### src/rtl/tl_phase_sched_if.sv
// Signal bundle between the intersection phase scheduler and its environment.
// The master side supplies the traffic sensors and the pedestrian request.
// The slave side, which is the scheduler, drives the lights, walk and debug phase.
interface tl_phase_sched_if;
  logic       Ta;
  logic       Tb;
  logic       ped_req;
  logic [1:0] La;
  logic [1:0] Lb;
  logic       walk;
  logic [2:0] phase;

  modport master (output Ta, Tb, ped_req, input La, Lb, walk, phase);
  modport slave  (input Ta, Tb, ped_req, output La, Lb, walk, phase);
endinterface

### src/rtl/tl_phase_sched.sv
// Timed phase scheduler for a two-street intersection.
// Each phase (green, yellow, all-red clearance, walk) is timed by a per-state
// cycle counter. Green has a minimum length, and it is cut at a maximum length
// when cross demand is pending.
// Optional feature: define TL_PED_EN to add the pedestrian walk phase (PED).
// Without it, ped_req is ignored, walk stays 0 and the port list is unchanged.
module tl_phase_sched #(
  parameter int MIN_GREEN = 8,
  parameter int MAX_GREEN = 32,
  parameter int YELLOW    = 3,
  parameter int ALL_RED   = 1,
  parameter int WALK      = 6,
  parameter int CNT_W     = 6
) (
  input  logic             clk,
  input  logic             reset,
  tl_phase_sched_if.slave  bus
);

  typedef enum logic [2:0] {
    A_GRN  = 3'd0,
    A_YEL  = 3'd1,
    RED_AB = 3'd2,
    B_GRN  = 3'd3,
    B_YEL  = 3'd4,
    RED_BA = 3'd5,
    PED    = 3'd6
  } state_e;

  localparam logic [1:0] L_GREEN  = 2'b00;
  localparam logic [1:0] L_YELLOW = 2'b01;
  localparam logic [1:0] L_RED    = 2'b10;

  localparam logic [CNT_W-1:0] MIN_M1  = CNT_W'(MIN_GREEN - 1);
  localparam logic [CNT_W-1:0] MAX_M1  = CNT_W'(MAX_GREEN - 1);
  localparam logic [CNT_W-1:0] YEL_M1  = CNT_W'(YELLOW - 1);
  localparam logic [CNT_W-1:0] RED_M1  = CNT_W'(ALL_RED - 1);

  state_e             state_q, state_d;
  logic [CNT_W-1:0]   cnt_q, cnt_d;
  logic [1:0]         la_q, lb_q;
  logic               walk_q;
  logic [2:0]         phase_q;
  logic               ped_pending;
  logic               green_done_a, green_done_b, at_max;

`ifdef TL_PED_EN
  localparam logic [CNT_W-1:0] WALK_M1 = CNT_W'(WALK - 1);
  logic ped_pending_q, ped_pending_d;
  logic ped_from_ab_q, ped_from_ab_d;
  assign ped_pending = ped_pending_q;
`else
  // Without the walk feature no request is ever pending, and ped_req is absorbed.
  logic unused_ped_req;
  assign unused_ped_req = bus.ped_req;
  assign ped_pending    = 1'b0;
`endif

  // Green exit: the minimum time has been served, and either own traffic is
  // gone or maximum green is reached while the cross street or a pedestrian waits.
  assign at_max       = (cnt_q == MAX_M1);
  assign green_done_a = (cnt_q >= MIN_M1) &&
                        (!bus.Ta || (at_max && (bus.Tb || ped_pending)));
  assign green_done_b = (cnt_q >= MIN_M1) &&
                        (!bus.Tb || (at_max && (bus.Ta || ped_pending)));

  // Next-state, counter and pedestrian bookkeeping.
  always_comb begin
    state_d = state_q;
    unique case (state_q)
      A_GRN:  if (green_done_a)      state_d = A_YEL;
      A_YEL:  if (cnt_q == YEL_M1)   state_d = RED_AB;
      RED_AB: if (cnt_q == RED_M1)   state_d = ped_pending ? PED : B_GRN;
      B_GRN:  if (green_done_b)      state_d = B_YEL;
      B_YEL:  if (cnt_q == YEL_M1)   state_d = RED_BA;
      RED_BA: if (cnt_q == RED_M1)   state_d = ped_pending ? PED : A_GRN;
`ifdef TL_PED_EN
      PED:    if (cnt_q == WALK_M1)  state_d = ped_from_ab_q ? B_GRN : A_GRN;
`endif
      default:                       state_d = A_GRN;
    endcase

    // The counter restarts on every state change and saturates so that a long green never wraps.
    if (state_d != state_q)  cnt_d = '0;
    else if (at_max)         cnt_d = cnt_q;
    else                     cnt_d = cnt_q + 1'b1;

`ifdef TL_PED_EN
    ped_pending_d = ped_pending_q;
    ped_from_ab_d = ped_from_ab_q;
    if (bus.ped_req && state_q != PED) ped_pending_d = 1'b1;
    // Entering the walk consumes the request and remembers which green resumes.
    if (state_d == PED && state_q != PED) begin
      ped_pending_d = 1'b0;
      ped_from_ab_d = (state_q == RED_AB);
    end
`endif
  end

  // State and counter registers, with the outputs decoded from the next state so that they are registered.
  always_ff @(posedge clk) begin
    if (reset) begin
      state_q <= A_GRN;
      cnt_q   <= '0;
      la_q    <= L_GREEN;
      lb_q    <= L_RED;
      walk_q  <= 1'b0;
      phase_q <= 3'd0;
    end else begin
      state_q <= state_d;
      cnt_q   <= cnt_d;
      la_q    <= (state_d == A_GRN) ? L_GREEN : (state_d == A_YEL) ? L_YELLOW : L_RED;
      lb_q    <= (state_d == B_GRN) ? L_GREEN : (state_d == B_YEL) ? L_YELLOW : L_RED;
      walk_q  <= (state_d == PED);
      phase_q <= state_d;
    end
  end

`ifdef TL_PED_EN
  // Pedestrian request latch and walk-origin flag.
  always_ff @(posedge clk) begin
    if (reset) begin
      ped_pending_q <= 1'b0;
      ped_from_ab_q <= 1'b0;
    end else begin
      ped_pending_q <= ped_pending_d;
      ped_from_ab_q <= ped_from_ab_d;
    end
  end
`endif

  assign bus.La    = la_q;
  assign bus.Lb    = lb_q;
  assign bus.walk  = walk_q;
  assign bus.phase = phase_q;

endmodule

### src/flat_wrapper.sv
// flat-port wrapper written by rule: the top's interface ports become plain ports
module tl_phase_sched_flat 
#(
  parameter int MIN_GREEN = 8,
  parameter int MAX_GREEN = 32,
  parameter int YELLOW    = 3,
  parameter int ALL_RED   = 1,
  parameter int WALK      = 6,
  parameter int CNT_W     = 6
)
  (clk, reset, bus_Ta, bus_Tb, bus_ped_req, bus_La, bus_Lb, bus_walk, bus_phase);
  tl_phase_sched_if bus_i ();
  input  logic clk;
  input  logic reset;
  input wire logic [$bits(bus_i.Ta)-1:0] bus_Ta;
  input wire logic [$bits(bus_i.Tb)-1:0] bus_Tb;
  input wire logic [$bits(bus_i.ped_req)-1:0] bus_ped_req;
  output wire logic [$bits(bus_i.La)-1:0] bus_La;
  output wire logic [$bits(bus_i.Lb)-1:0] bus_Lb;
  output wire logic [$bits(bus_i.walk)-1:0] bus_walk;
  output wire logic [$bits(bus_i.phase)-1:0] bus_phase;
  assign bus_i.Ta = bus_Ta;
  assign bus_i.Tb = bus_Tb;
  assign bus_i.ped_req = bus_ped_req;
  assign bus_La = bus_i.La;
  assign bus_Lb = bus_i.Lb;
  assign bus_walk = bus_i.walk;
  assign bus_phase = bus_i.phase;
  tl_phase_sched #(.MIN_GREEN(MIN_GREEN), .MAX_GREEN(MAX_GREEN), .YELLOW(YELLOW), .ALL_RED(ALL_RED), .WALK(WALK), .CNT_W(CNT_W)) u_core (.clk(clk), .reset(reset), .bus(bus_i));
endmodule
### config.mk
export PLATFORM = sky130hd
export DESIGN_NAME = tl_phase_sched_flat
export DESIGN_NICKNAME = d
export VERILOG_FILES = /design/src/rtl/tl_phase_sched_if.sv /design/src/rtl/tl_phase_sched.sv /design/src/flat_wrapper.sv
export SDC_FILE = /design/constraint.sdc
export NUM_CORES = 1
export LEC_CHECK = 0
export BUFFER_PORTS_ARGS = -buffer_cell sky130_fd_sc_hd__clkbuf_2
export CAP_MARGIN = 0
export CORE_MARGIN = 1.5
export CORE_UTILIZATION = 53
export CTS_BUF_LIST = sky130_fd_sc_hd__clkbuf_8 sky130_fd_sc_hd__clkbuf_16
export DETAILED_ROUTE_END_ITERATION = 10
export MAX_ROUTING_LAYER = met4
export PLACE_DENSITY = 0.75
export SETUP_SLACK_MARGIN = 0.5
export SLEW_MARGIN = 15
export SYNTH_ARGS = -nofsm -noshare
export SYNTH_HDL_FRONTEND = slang
export SYNTH_SLANG_ARGS = --single-unit
### constraint.sdc
create_clock -name clk -period 2.8 [get_ports clk]
set_input_delay 0.28 -clock clk [delete_from_list [all_inputs] [get_ports clk]]
set_output_delay 0.28 -clock clk [all_outputs]
set_load 0.02 [all_outputs]
==> flow_metrics.tcl <==
set metrics [dict create \
    postSynthAreaPerCell_um2 9.10 \
    rsz0062_at_grt "no" \
    finalWirelength_mm 1.76 \
    numCtsBuffers 3 \
    power_leakage_nw 0.416 \
    worstPathArrival_ns 2.37 \
    timing.rr.start "u_core.cnt_q[1]" \
    crit_type "flop to flop" \
    clockRootBuffer "clkbuf_8" \
    portBuffers 11 \
    vdd_drop_max_v 0.000368 \
    status "completed" \
    setup_viol 0 \
    area_growth_pct 21.2 \
    ys_seq_area_share_pct 34.6 \
    clkLatencyLatePin_ns 0.25 \
    dp_hpwl_mm 1.22 \
    synth-seq-cells 14 \
    gr-total-overflow 0 \
    tns_ns 0 \
    cts_tree "yes" \
    drv_cap 0 \
    wl_per_cell_um 15.2 \
    first_pass_iters 4 \
    synth_cell_types 41 \
    clock-sinks 14 \
    grt_max_degree 12 \
    pwr-share-clk_pct 43.3 \
    finClkSkew_ns 0.00847 \
    p_sw_share_pct 24.4 \
    switchingPower_mw 0.114 \
    gp_congestion 0.868 \
    die_area_um2 1770 \
    holdCritPathClass "input port to flop" \
    synthCells 89 \
    multiInputGateArea_um2 547 \
    hold_viol 0 \
    power_frac_seq_pct 46.0 \
    cp.required_ns 2.98 \
    die_width_um 42.1 \
    grt_first_pass_wirelength_mm 2.79 \
    antenna_cells 0 \
    hp-start "reset" \
    nets 110 \
    setup_ws_ns 0.605 \
    max_freq_mhz 456 \
    finalPower_mw 0.468 \
    drive_above_1_share_pct 29.7 \
    core_area_um2 1370 \
    filler_cell_count 105 \
    track_usage_pct 21.0 \
    synth_nets 97 \
    htreeDepth 1 \
    post-route-period-util_pct 78.4 \
    drt_iter0_markers 46 \
    synth-edff-count 0 \
    antenna_found_initial 0 \
    crit_start "u_core.cnt_q[1]" \
    ant_nets 0 \
    clk_pin_slew_ns 0.06 \
    end_kind "flop" \
    seq_area_um2 283 \
    internal_power_mw 0.354 \
    yosysWarnings 0 \
    fp.dieH_um 42.1 \
    power_density_nw_per_um2 477 \
    period_needed_ns 2.19 \
    fp-row-count 13 \
    layout_commonest_cell "dfxtp_1" \
    grt_pass1_vias 627 \
    drc_errors 0 \
    yosys_most_used_dff "dfxtp_1" \
    start_kind "flop" \
    start_util_pct 59.2 \
    cp_max_fo 6 \
    slew_violations 0 \
    pwr-share-comb_pct 10.7 \
    io_pins 13 \
    async_reset_ff_share_pct 0 \
    place_worst_setup_slack_ns 0.501 \
    vias 726 \
    cts_buffer_depth 2 \
    layout_common_cells "12 x dfxtp_1, 11 x clkbuf_2, 10 x nand2_1" \
    cts_setup_buffers 0 \
    routed_via_density 6.26 \
    synth_area_um2 810 \
]
==> worst max-delay path, stage by stage, from the launching register on <==
cell and delay [ns]:
dfxtp_1 0.43, ha_4 0.22, nand2_2 0.09, or3_4 0.45, a2111oi_4 0.45, o31ai_1 0.14, buf_4 0.18, a21oi_1 0.15
==> layout make-up <==
cell class	count	area share, %
repair buffers	12	6.38
well taps	15	1.91
inverters	4	1.53
flip-flops and latches	14	28.8
multi-input cells	67	55.7
clock buffers	4	5.61
==> registers in the layout, summed over array words and instances, names as in the netlist <==
register	cells
u_core.bus.Lb	2
u_core.cnt_q	6
u_core.bus.walk	1
u_core.bus.La	2
u_core.state_q	3
==> per-stage QoR <==
| step | std cells | area (um2) | hold slack [ns] | utilization (%) |
|---|---|---|---|---|
| after floorplan | 89 | 810 | 0.352 | - |
| after global placement | 112 | 873 | 0.537 | 63.9 |
| after detailed placement | 112 | 873 | 0.537 | 63.9 |
| after CTS | 116 | 931 | 0.280 | 68.1 |
| after global routing | 116 | 981 | 0.318 | 71.8 |
| final | 116 | 981 | 0.304 | 71.8 |
==> routing by layer <==
| metal | up-vias | wire length [um] | global-route usage (%) |
|---|---|---|---|
| li1 | 345 | - | - |
| met3 | 3 | 126 | 3.88 |
| met2 | 39 | 845 | 31.3 |
| met4 | 0 | 23 | 9.38 |
| met5 | - | 0 | - |
| met1 | 339 | 765 | 27.9 |
==> synthesized netlist by cell type, types with 2 or more instances <==
cell	count	share of area [%]
or3_1	2	1.5
nor2_1	3	1.4
mux2i_1	3	3.7
nor3_1	3	1.9
nor2b_1	2	1.5
nand3_1	3	1.9
inv_1	4	1.9
clkbuf_1	2	0.93
nand2_1	10	4.6
dfxtp_1	14	35
o211ai_1	2	1.9
xnor2_1	2	2.2
ha_1	3	4.6
buf_2	2	1.2
a21oi_1	8	4.9
==> power by group through the flow <==
| stage | Combinational [mW] | Clock [mW] | Sequential, mW |
|---|---|---|---|
| after floorplan | 0.0343 | 0 | 0.216 |
| after global placement | 0.0447 | 0 | 0.216 |
| after detailed placement | 0.0452 | 0 | 0.217 |
| after CTS | 0.0460 | 0.200 | 0.212 |
| after global routing | 0.0565 | 0.210 | 0.216 |
| final | 0.0502 | 0.203 | 0.215 |
==> final timing paths <==
| path | slack, ns | depth (start not counted) | to |
|---|---|---|---|
| worst max-delay path | 0.61 | 7 | u_core.cnt_q[4] |
| worst min-delay path | 0.30 | 2 | u_core.bus.La[1] |
| worst max register to register | 0.61 | 7 | u_core.cnt_q[4] |
| worst min register to register | 0.68 | 2 | u_core.cnt_q[4] |
==> repair_timing <==
item	CTS	global route
hold buffers	0	0
setup endpoints to repair	6	9
resized for setup	1	7
pin swaps	0	1
gates cloned	0	0
==> logic make-up (layout without fill, tap and decap cells) <==
kind of cell	count (synthesis)	in the layout	synth area share, %
simple gates	33	33	22.1
compound gates	23	23	25.8
flops	14	14	34.6
buf+inv	8	20	4.02
mux	4	4	5.10
fa+ha+maj	3	3	4.64
xor+xnor	3	3	3.25
other cells	1	1	0.463
(Power assumes the default switching activity.)
